$ cat src/rtl/serial_adder.sv
// Bit-serial adder: one full-adder step per clock, LSB first, WIDTH cycles per sum.
// Define SERIAL_ADDER_OVF_EN to add the registered signed-overflow output ovf.
module serial_adder #(
  parameter int WIDTH = 8
) (
  input  logic             clk,
  input  logic             rst_n,
  input  logic             start,
  input  logic [WIDTH-1:0] a,
  input  logic [WIDTH-1:0] b,
  input  logic             cin,
  output logic             busy,
  output logic             done,
  output logic [WIDTH-1:0] sum,
  output logic             cout
`ifdef SERIAL_ADDER_OVF_EN
  ,
  output logic             ovf
`endif
);

  localparam int CW = $clog2(WIDTH + 1);

  typedef enum logic [1:0] {IDLE, SHIFT, DONE} state_t;

  state_t           state;
  state_t           state_nxt;
  logic [WIDTH-1:0] areg;
  logic [WIDTH-1:0] breg;
  logic [WIDTH-1:0] sreg;
  logic [WIDTH-1:0] sreg_nxt;
  logic [CW-1:0]    cnt;
  logic             carry;
  logic             sbit;
  logic             cnxt;
  logic             last;

  assign sbit = areg[0] ^ breg[0] ^ carry;
  assign cnxt = (areg[0] & breg[0]) | (areg[0] & carry) | (breg[0] & carry);
  assign last = (cnt == CW'(WIDTH - 1));

  // The final sum bit lands in the result register on the same edge that leaves SHIFT.
  always_comb begin
    sreg_nxt            = sreg >> 1;
    sreg_nxt[WIDTH-1]   = sbit;
  end

  always_ff @(posedge clk or negedge rst_n) begin
    if (!rst_n) state <= IDLE;
    else        state <= state_nxt;
  end

  always_comb begin
    state_nxt = state;
    busy      = 1'b0;
    done      = 1'b0;
    case (state)
      IDLE:  if (start) state_nxt = SHIFT;
      SHIFT: begin
        busy = 1'b1;
        if (last) state_nxt = DONE;
      end
      DONE: begin
        done      = 1'b1;
        state_nxt = IDLE;
      end
      default: state_nxt = IDLE;
    endcase
  end

  always_ff @(posedge clk or negedge rst_n) begin
    if (!rst_n) begin
      areg  <= '0;
      breg  <= '0;
      sreg  <= '0;
      cnt   <= '0;
      carry <= 1'b0;
      sum   <= '0;
      cout  <= 1'b0;
`ifdef SERIAL_ADDER_OVF_EN
      ovf   <= 1'b0;
`endif
    end else begin
      case (state)
        IDLE: begin
          if (start) begin
            areg  <= a;
            breg  <= b;
            carry <= cin;
            cnt   <= '0;
          end
        end
        SHIFT: begin
          areg  <= areg >> 1;
          breg  <= breg >> 1;
          sreg  <= sreg_nxt;
          carry <= cnxt;
          cnt   <= cnt + CW'(1);
          if (last) begin
            sum  <= sreg_nxt;
            cout <= cnxt;
`ifdef SERIAL_ADDER_OVF_EN
            // carry still holds the carry into the MSB here
            ovf  <= carry ^ cnxt;
`endif
          end
        end
        default: ;
      endcase
    end
  end

endmodule

$ cat config.mk
export PLATFORM = sky130hd
export DESIGN_NAME = serial_adder
export DESIGN_NICKNAME = d
export VERILOG_FILES = /design/src/rtl/serial_adder.sv
export SDC_FILE = /design/constraint.sdc
export NUM_CORES = 1
export LEC_CHECK = 0
export CAP_MARGIN = 25
export CORE_MARGIN = 2
export CORE_UTILIZATION = 40
export CTS_BUF_LIST = sky130_fd_sc_hd__clkbuf_4
export DETAILED_ROUTE_END_ITERATION = 6
export GPL_TIMING_DRIVEN = 0
export SLEW_MARGIN = 10
export SYNTH_ARGS = -nofsm -noshare
export SYNTH_HDL_FRONTEND = slang
export SYNTH_SLANG_ARGS = --single-unit
$ cat constraint.sdc
create_clock -name clk -period 1.65 [get_ports clk]
set_input_delay 0.33 -clock clk [delete_from_list [all_inputs] [get_ports clk]]
set_output_delay 0.33 -clock clk [all_outputs]
set_load 0.02 [all_outputs]
# Word level (Yosys, flattened, before mapping)
# Cells that the tools add are included.
# Widths: inputs -> output; s select.
# word_totals
register_bits	40
input_bits	20
out_inout_bits	11
elab_cells	39
# op_classes
eq_ne	5
reduce_logical	5
n_mux	13
add_sub_neg	1
bitwise_logic	7
# op_table
operator	count
$pmux 8 s2	2
$mux 8	2
$pmux 4 s2	1
$reduce_and 2->1	3
$add 4x1->4 const B	1
$eq 4x3->1 const B	1
$mux 2	2
$mux 4	1
$ne 2x2->1 const B	2
$pmux 2 s2	1
$and 1x1->1	3
$mux 1	3
$eq 2x1->1 const B	1
$eq 2x2->1 const B	1
$logic_not 2->1	1
$or 1x1->1	2
$pmux 1 s2	1
$reduce_bool 2->1	1
$xor 1x1->1	2

# Logic depth before layout (Yosys ltp)
# logic_depth
depth_word	4
mapped_depth	7
mapped_depth_nobuf	4

# Worst setup path after synthesis
# OpenSTA, ideal clock, no wires.
# synth_timing
path_type	register -> output
startpoint	register state[1]
endpoint	output port done
required_ns	1.320
stages_incl_launch_ff	4
t_arrival_ns	1.258
setup_slack_ns	0.062
path_buffers	2
cell_sequence	dfrtp_1 -> clkbuf_1 -> clkbuf_1 -> nor2b_1
# synth_via
elab_chain_cells	2
# synth_rtl
item	line_no	source
start, declared	26	state_t state;
start signal, assigned	50	else state <= state_nxt;
$eq 2x2->1	57	case (state)
$mux 1	57	
end, declared	13	output logic done,
# Every way passes these cells.

# Worst setup path after layout
# layout_timing
startpoint	register state[0]
endpoint	output port done
# Same word-level chain as after synthesis.

==> out/qor.yml <==
outcome:
  status: "finished, final reports clean"
place:
  place_ws_ns: -0.613
  place_congestion: 0.758
  numPortBuffers: 30
  dp_hpwl_um: 2640
  dpl_cell_area_um2: 2140
yosys:
  syn_inst: 167
  synth_common_cells: "39 x dfrtp_1, 30 x nand2_1, 18 x o21ai_0, 16 x a21oi_1, 16 x nor2b_1"
  synth_area_um2: 1760
  yosys.area.top_type: "dfrtp_1"
  synth_ff_type: "dfrtp_1"
  ys_async_sr_fraction: 1.00
  synth_seq_area_share: 0.556
  yosysMostFrequentCell: "dfrtp_1"
  netlist.area_leader.share: 0.556
  yosys-top-cells-area: "dfrtp_1 56%, mux2_2 6.4%, nand2_1 6.4%"
  syn_nets: 189
  avgSynthCellArea_um2: 10.5
  ys_ff_latch: 39
  yosysWarnings: 0
  synth_edf_count: 0
  synth.distinct_cells: 21
critical_path:
  slowest_delay_ns: 0.39
  critPathSlowestCell: "dfrtp_1"
  crit_family: "buffers and inverters"
  worstPathArrival_ns: 1.24
  crit_chain: "buf_6 > buf_6 > nor2b_1 > buf_4"
  r2r_cells: 5
  cp-start-kind: "flop"
  cp.required_ns: 1.32
  cp_num_buf_inv: 3
  crit_path_end_kind: "output port"
  crit_top_cell: "buf_6"
  critPathKind: "flop to output port"
  cp_num_cells: 4
  path_max_fanout: 10
finish:
  drive_gt1_frac: 0.191
  fin_nets: 236
  area_growth_pct: 31.9
  insertedDiodeCount: 0
  fillers: 381
  fin_area_um2: 2310
timing:
  finalSetupViolCount: 0
  post-route-min-period_ns: 1.57
  post-route-period-util: 0.951
  fin_worst_skew_ns: 0.0117
  fin_ws_ns: 0.0813
  max_freq_ghz: 0.637
  drv_slew: 0
  tightest_slew_ns: 0.412
  rsz0062_at_grt: "no"
  hold_violations: 0
  holdWs_ns: 0.389
  relSlewSlack: 0.725
  tns_ns: 0
clock_network:
  clockBufferDepth: 2
  clk_latency_ns: 0.34
  numClockSinks: 39
  clk_pin_slew_ns: 0.11
  cts_tree: "done"
  cts_made_buffers: 5
  h-tree-depth: 2
  root_buffer: "clkbuf_4"
power_and_ir_drop:
  irDropWorstVdd_mv: 1.02
  combPwrFrac: 0.472
  seqPwrFrac: 0.410
  powerDensity_nw_per_um2: 1710
  p_leak_nw: 1.13
  p_sw_mw: 1.51
  clockPowerShare: 0.118
  swShare: 0.382
  cellInternalPower_mw: 2.44
drt:
  num_vias: 1391
  drt_iter0_markers: 88
  first_pass_iters: 4
  drtAntennaViolNets: 0
  drc: 0
  wl_per_cell_um: 14.9
  drt_wl_total_um: 3990
  via_per_inst: 5.21
floorplanning:
  rows: 24
  fp.dieH_um: 70.2
  fp.coreArea_um2: 4290
  ioPinCount: 31
  start_util: 0.409
  die_w_um: 70.2
  die_area_um2: 4930
grt:
  grt_overflow: 0
  grt_max_degree: 30
  grt_first_pass_wirelength_um: 6860
  grt.total_usage: 0.178
  grt_pass1_vias: 1444
  antenna_found_initial: 0
flow_run:
  drv_cap: 0
worst_hold_path:
  hp-class: "input port to asynchronous set/reset pin"
[flip-flops by register name (all words and copies together) (netlist names)]
| name | flops |
|---|---|
| state | 2 |
| sreg | 7 |
| areg | 8 |
| carry | 1 |
| sum | 8 |
| cnt | 4 |
| cout | 1 |
| breg | 8 |
[layout make-up]
type	count	area [um2]	share of cell area
sequential	39	976	0.422
multi-input combinational	117	728	0.315
timing repair buffer	42	423	0.183
buffer	8	66.3	0.0286
tap	52	65.1	0.0281
clock buffer	6	45.0	0.0195
clock inverter	2	7.51	0.00324
inverter	1	3.75	0.00162
[cell usage in the layout, fill, tap and decap left out]
master and instances:
dfrtp_1 39, nand2_1 30, o21ai_0 18, clkdlybuf4s50_1 18
nor2b_1 16, a21oi_1 16, a22oi_1 13, mux2_2 10
buf_4 10, clkbuf_4 6, dlymetal6s2s_1 6, buf_6 4
buf_2 4, dlygate4sd2_1 3, nand3_1 2, and3b_1 2
nor2_1 2, a22o_1 2, clkinv_1 2, buf_12 2
nand2b_4 1, inv_2 1, clkbuf_8 1, nor3_4 1
clkbuf_1 1, o21bai_2 1, o311ai_0 1, fa_1 1
ha_1 1, dlygate4sd3_1 1
[kinds of logic (layout without fill, tap and decap cells)]
family	count (synthesis)	after routing	synth area share
and+or+nand+nor	54	54	0.158
buffers and inverters	11	59	0.0292
muxes	10	10	0.0641
AOI/OAI and AO/OA	51	51	0.174
adders and majority gates	2	2	0.0185
DFF	39	39	0.556
[metrics by stage]
step	instances	util	power, mW
floorplan	167	-	2.68
global placement	249	0.494	3.25
detailed placement	250	0.497	3.30
CTS	266	0.534	3.99
global route	267	0.539	4.29
finish	267	0.539	3.96
[per-layer routing]
metal  wire length (um)  track usage  vias to the layer above
li1                   -            -                      674
met1               1870        0.224                      682
met2               1900        0.299                       30
met3                181       0.0534                        5
met4                 44       0.0470                        0
met5                  0            0                        -
[worst reg2reg max path: cells and delay by family (launching register included)]
family | cells | cell delay [ns]
buffers and inverters | 1 | 0.16
flip-flops | 1 | 0.40
multiplexers | 1 | 0.33
adder cells (fa/ha/maj) | 1 | 0.19
AND/OR/NAND/NOR | 2 | 0.34
[final timing paths]
check	start	slack, ns	end
setup / recovery	state[0]	0.08	done
hold / removal	rst_n	0.39	areg[5]
setup reg to reg	cnt[0]	0.13	sum[1]
hold reg to reg	sreg[1]	0.49	sreg[1]
max in group asynchronous	rst_n	0.82	sreg[1]
min in group clk	sreg[1]	0.49	sreg[1]
[power by group through the flow]
stage	sequential [mW]	clock, mW	combinational [mW]
2_1_floorplan	1.69	0	0.993
3_3_place_gp	1.63	0	1.62
3_5_place_dp	1.64	0	1.66
4_1_cts	1.63	0.492	1.87
5_1_grt	1.68	0.524	2.08
6_report	1.62	0.468	1.87
[what timing repair did]
item,CTS,global route
buffers inserted,7,3
setup endpoints to repair,5,17
pin swaps,0,1
hold buffers,1,0
hold endpoints to repair,10,0
resized for setup,28,10
Power figures use the tool's default switching activity.
